**src/rtl/jim_bus_master.sv**
```systemverilog
// 1MHz bus initiator: free-running clke timebase plus paged (JIM) and raw FCxx accesses.
// Page registers FCFF/FCFE are rewritten only when the cached page no longer matches.
module jim_bus_master #(
  parameter int          CLKE_DIV  = 50,
  parameter int          CLKE_HIGH = 25,
  parameter int          HOLD      = 2,
  parameter logic [4:0]  JIM_ID    = 5'b11001
) (
  input  logic        clk50,
  input  logic        rst_n,
  input  logic        cmd_valid,
  output logic        cmd_ready,
  input  logic        cmd_rnw,
  input  logic        cmd_fc,
  input  logic [18:0] cmd_addr,
  input  logic [7:0]  cmd_wdata,
  input  logic        cache_inv,
  output logic        rsp_valid,
  output logic [7:0]  rsp_rdata,
  output logic        clke,
  output logic        rnw,
  output logic        pgfc_n,
  output logic        pgfd_n,
  output logic [7:0]  bus_addr,
  output logic [7:0]  bus_data_out,
  output logic        bus_data_oe,
  input  logic [7:0]  bus_data_in
);

  // state  | meaning
  // IDLE   | no command; bus idles at each launch point
  // PG_HI  | write FCFF = {JIM_ID, addr[18:16]}
  // PG_LO  | write FCFE = addr[15:8]
  // ACCESS | FDxx data cycle, or raw FCxx cycle
  typedef enum logic [1:0] {IDLE, PG_HI, PG_LO, ACCESS} state_t;

  localparam int              CW     = $clog2(CLKE_DIV);
  localparam logic [CW-1:0]   LAST   = CW'(CLKE_DIV - 1);
  localparam logic [CW-1:0]   RISE   = CW'(CLKE_DIV - CLKE_HIGH);
  localparam logic [CW-1:0]   LAUNCH = CW'(HOLD);

  state_t      state;
  logic [CW-1:0] cnt, cnt_nxt;
  logic        active;
  logic        c_rnw, c_fc, need_lo;
  logic [18:0] c_addr;
  logic [7:0]  c_wdata;
  logic [2:0]  cache_hi;
  logic [7:0]  cache_lo;
  logic        hi_ok, lo_ok, inv_pend;
  logic        accept, inv_now, miss_hi, miss_lo;

  assign cnt_nxt   = (cnt == LAST) ? '0 : cnt + 1'b1;
  assign cmd_ready = (state == IDLE);
  assign accept    = cmd_valid && cmd_ready;
  assign inv_now   = cache_inv || inv_pend;
  assign miss_hi   = inv_now || !hi_ok || (cmd_addr[18:16] != cache_hi);
  assign miss_lo   = inv_now || !lo_ok || (cmd_addr[15:8] != cache_lo);

  always_ff @(posedge clk50) begin
    if (!rst_n) begin
      state        <= IDLE;
      cnt          <= '0;
      clke         <= 1'b0;
      active       <= 1'b0;
      rnw          <= 1'b1;
      pgfc_n       <= 1'b1;
      pgfd_n       <= 1'b1;
      bus_addr     <= 8'hFF;
      bus_data_out <= 8'h00;
      bus_data_oe  <= 1'b0;
      rsp_valid    <= 1'b0;
      rsp_rdata    <= 8'h00;
      c_rnw        <= 1'b1;
      c_fc         <= 1'b0;
      c_addr       <= '0;
      c_wdata      <= 8'h00;
      need_lo      <= 1'b0;
      cache_hi     <= 3'd0;
      cache_lo     <= 8'h00;
      hi_ok        <= 1'b0;
      lo_ok        <= 1'b0;
      inv_pend     <= 1'b0;
    end else begin
      cnt       <= cnt_nxt;
      clke      <= (cnt_nxt >= RISE);
      rsp_valid <= 1'b0;

      // An invalidate seen while busy is deferred so the running sequence's cache updates cannot undo it
      if (cache_inv && !accept) begin
        if (state == IDLE) begin
          hi_ok <= 1'b0;
          lo_ok <= 1'b0;
        end else begin
          inv_pend <= 1'b1;
        end
      end

      if (accept) begin
        c_rnw    <= cmd_rnw;
        c_fc     <= cmd_fc;
        c_addr   <= cmd_addr;
        c_wdata  <= cmd_wdata;
        need_lo  <= miss_lo;
        inv_pend <= 1'b0;
        active   <= 1'b0;
        if (cmd_fc)       state <= ACCESS;
        else if (miss_hi) state <= PG_HI;
        else if (miss_lo) state <= PG_LO;
        else              state <= ACCESS;
      end

      if (cnt == LAUNCH) begin
        active <= (state != IDLE);
        case (state)
          PG_HI: begin
            rnw <= 1'b0; pgfc_n <= 1'b0; pgfd_n <= 1'b1;
            bus_addr <= 8'hFF; bus_data_out <= {JIM_ID, c_addr[18:16]}; bus_data_oe <= 1'b1;
          end
          PG_LO: begin
            rnw <= 1'b0; pgfc_n <= 1'b0; pgfd_n <= 1'b1;
            bus_addr <= 8'hFE; bus_data_out <= c_addr[15:8]; bus_data_oe <= 1'b1;
          end
          ACCESS: begin
            rnw <= c_rnw; pgfc_n <= !c_fc; pgfd_n <= c_fc;
            bus_addr <= c_addr[7:0]; bus_data_out <= c_wdata; bus_data_oe <= !c_rnw;
          end
          default: begin
            rnw <= 1'b1; pgfc_n <= 1'b1; pgfd_n <= 1'b1; bus_data_oe <= 1'b0;
          end
        endcase
      end

      if (cnt == LAST && active) begin
        active <= 1'b0;
        case (state)
          PG_HI: begin
            cache_hi <= c_addr[18:16];
            hi_ok    <= 1'b1;
            state    <= need_lo ? PG_LO : ACCESS;
          end
          PG_LO: begin
            cache_lo <= c_addr[15:8];
            lo_ok    <= 1'b1;
            state    <= ACCESS;
          end
          ACCESS: begin
            state     <= IDLE;
            rsp_valid <= 1'b1;
            if (c_rnw) rsp_rdata <= bus_data_in;
            // Software poking the page registers directly leaves the cache stale
            if (c_fc && !c_rnw && (c_addr[7:1] == 7'h7F)) begin
              hi_ok <= 1'b0;
              lo_ok <= 1'b0;
            end
          end
          default: state <= IDLE;
        endcase
      end
    end
  end

endmodule

```
**config.mk**
```make
export PLATFORM = sky130hd
export DESIGN_NAME = jim_bus_master
export DESIGN_NICKNAME = d
export VERILOG_FILES = /design/src/rtl/jim_bus_master.sv
export SDC_FILE = /design/constraint.sdc
export NUM_CORES = 1
export LEC_CHECK = 0
export CAP_MARGIN = 20
export CORE_UTILIZATION = 49
export CTS_CLUSTER_SIZE = 20
export DETAILED_ROUTE_END_ITERATION = 8
export MAX_ROUTING_LAYER = met4
export PLACE_DENSITY = 0.76
export SETUP_SLACK_MARGIN = 0.2
export SLEW_MARGIN = 10
export SYNTH_ARGS = -nofsm -noshare
export SYNTH_HDL_FRONTEND = slang
export SYNTH_SLANG_ARGS = --single-unit
```
**constraint.sdc**
```tcl
create_clock -name clk50 -period 2.1 [get_ports clk50]
set_clock_uncertainty 0.1 [all_clocks]
set_input_delay 0.42 -clock clk50 [delete_from_list [all_inputs] [get_ports clk50]]
set_output_delay 0.42 -clock clk50 [all_outputs]
set_load 0.01 [all_outputs]
```
==> flow_metrics.py <==
metrics = {
    "run_status": {
        "outcome": "complete, no violations",
    },
    "synth": {
        "synth_top_area_share_pct": 45.8,
        "synthDistinctLibCells": 49,
        "ys.flop_type": "dfxtp_1",
        "yosys.area.top_type": "dfxtp_1",
        "syn_nets": 447,
        "async_flop_share_pct": 0,
        "avgSynthCellArea_um2": 9.12,
        "ys_seq_area_share_pct": 45.8,
        "synth_commonest_cells": "dfxtp_1 (83), nand2_1 (74), a21boi_0 (32)",
        "yosys_warnings": 0,
        "syn_inst": 398,
        "ys_ff_latch": 83,
        "synth_edf_count": 0,
        "synthesis.area_mm2": 0.00363,
        "synth_area_leaders": "dfxtp_1 (46%), nand2_1 (7.6%), a21boi_0 (6.6%)",
        "yosysMostFrequentCell": "dfxtp_1",
    },
    "cts": {
        "clock-root-buffer": "clkbuf_8",
        "cts_tree": "yes",
        "holdBufCountCts": 0,
        "cts.clk_slew.worst_paths_ns": 0.08,
        "cts.path.max_buffers": 2,
        "cts-buffers-inserted": 9,
        "htreeDepth": 3,
        "clkLatencyLatePin_ns": 0.35,
        "clock-sinks": 83,
    },
    "grt": {
        "grt_max_degree": 42,
        "antenna_found_initial": 0,
        "grt_pass1_wl_um": 13000,
        "grt_overflow": 0,
        "grt_pass1_vias": 2813,
        "track_usage_pct": 22.5,
    },
    "sta": {
        "rsz0062_at_grt": "true",
        "maxSlewViolCount": 0,
        "worst_slew_pin_slew_ns": 0.480,
        "finalSetupViolCount": 0,
        "post-route-period-util_pct": 87.9,
        "max_freq_mhz": 542,
        "maxSlewHeadroom_pct": 67.7,
        "period_minus_slack_ns": 1.85,
        "finalHoldViolCount": 0,
        "fin_tns_setup_ns": 0,
    },
    "cells_and_area": {
        "layout-drive-gt1-share_pct": 10.7,
        "utilization_pct": 64.9,
        "n_fill_cell": 620,
        "multi_input_area_mm2": 0.00182,
        "final-seq-area_mm2": 0.00167,
        "diodes": 0,
        "final_nets": 519,
        "syn2layout_area_growth_pct": 28.9,
    },
    "detailed_routing": {
        "viasPerCell": 5.23,
        "routedWlPerCell_um": 14.1,
        "drc": 0,
        "first_pass_iters": 4,
        "vias": 3003,
        "drt_iter0_drc": 169,
        "ant_nets": 0,
        "wl_um": 8120,
    },
    "setup_path": {
        "cp-start-kind": "flip-flop",
        "worst_setup_path_end_kind": "primary output",
        "cp_data_required_time_ns": 1.58,
        "path_max_fanout": 6,
        "criticalPathCategory": "reg -> out",
        "worst_ep_arrival_time_ns": 1.33,
    },
    "floorplan": {
        "start_util_pct": 50.3,
        "chipHeight_um": 88.1,
        "coreArea_mm2": 0.00721,
        "die_w_um": 88.1,
        "die-area_mm2": 0.00776,
        "pin_count": 72,
        "row_count": 31,
    },
    "placement": {
        "port_buffers": 71,
        "dpl.hpwl_um": 5740,
        "gp_congestion": 0.865,
    },
    "min_path": {
        "hp-class": "in -> reg",
    },
    "pwr": {
        "p_leak_nw": 1.86,
        "peakVddDrop_uv": 431,
        "p_per_area_mw_per_mm2": 703,
    },
    "job": {
        "cap_viol_max_count": 0,
    },
}
[where the power goes]
group	leakage, nW	internal [mW]	switching [mW]	total, mW
clock network	0.0991	0.577	0.556	1.13
logic	1.08	0.232	0.227	0.459
registers	0.677	1.64	0.0540	1.70
[final timing paths]
check                                start         end  slack (ns)  cells past startpoint
worst max-delay path              state[0]   cmd_ready        0.25                      3
worst min-delay path                 rst_n        c_fc        0.36                      2
worst max register to register      cnt[3]    state[0]        0.26                      4
worst min register to register  c_wdata[7]  c_wdata[7]        0.37                      2
[cell usage in the layout, fill, tap and decap left out, drive strengths merged, types with 14 or more instances in the layout]
cell type,Yosys,layout
clkdlybuf4s50,0,69
nand3,14,14
a21boi,34,34
dfxtp,83,83
nor2b,19,19
nor2,19,19
nand2,74,74
mux2i,20,20
buf,9,17
[per-layer routing]
| layer | GRT usage [%] | part of all wire [%] | up-vias |
|---|---|---|---|
| li1 | - | - | 1500 |
| met1 | 27.7 | 47 | 1411 |
| met2 | 37.3 | 48 | 79 |
| met3 | 3.30 | 4.2 | 13 |
| met4 | 8.50 | 1.7 | 0 |
| met5 | - | 0 | - |
[through the flow]
stage / setup WS, ns / power, mW / area [µm²] / instances / hold slack (ns)
after floorplan: 0.276 / 1.98 / 3630 / 398 / 0.343
after global placement: 0.0517 / 2.17 / 4430 / 554 / 0.351
after detailed placement: 0.00314 / 2.18 / 4430 / 554 / 0.355
after CTS: 0.218 / 3.30 / 4650 / 571 / 0.359
after global routing: 0.190 / 3.42 / 4680 / 574 / 0.361
final: 0.254 / 3.29 / 4680 / 574 / 0.365
[flip-flops by register name (all words and copies together) (netlist names), 2 cells and up]
name and count:
c_addr 19, state 2, cache_lo 8, c_wdata 8
cache_hi 3, cnt 6, bus_data_out 8, rsp_rdata 8
bus_addr 8
[cell type report]
| type | count | area share [%] |
|---|---|---|
| Clock buffer | 11 | 3.02 |
| Clock inverter | 5 | 1.12 |
| Inverter | 9 | 0.722 |
| Multi-Input combinational cell | 280 | 39.0 |
| Sequential cell | 83 | 35.6 |
| Tap cell | 99 | 2.65 |
| Timing Repair Buffer | 87 | 17.9 |
[worst max-delay path, stage by stage (launching register included)]
cell	delay, ns
dfxtp_1	0.43
inv_2	0.09
ha_4	0.19
dlygate4sd2_1	0.28
[cells by family (layout without fill, tap and decap cells)]
kind of cell	Yosys count	count (layout)	synth area share, %
simple gates	158	158	21.8
buf+inv	35	112	4.55
xor+xnor	14	14	3.38
mux	20	20	5.51
compound gates	80	80	16.3
fa+ha+maj	8	8	2.76
flops	83	83	45.8
[timing repair]
action | 4_1_cts | 5_1_grt
setup endpoints to repair | 2 | 2
buffers inserted | 1 | 3
resized for setup | 9 | 2
(Power assumes the default switching activity.)
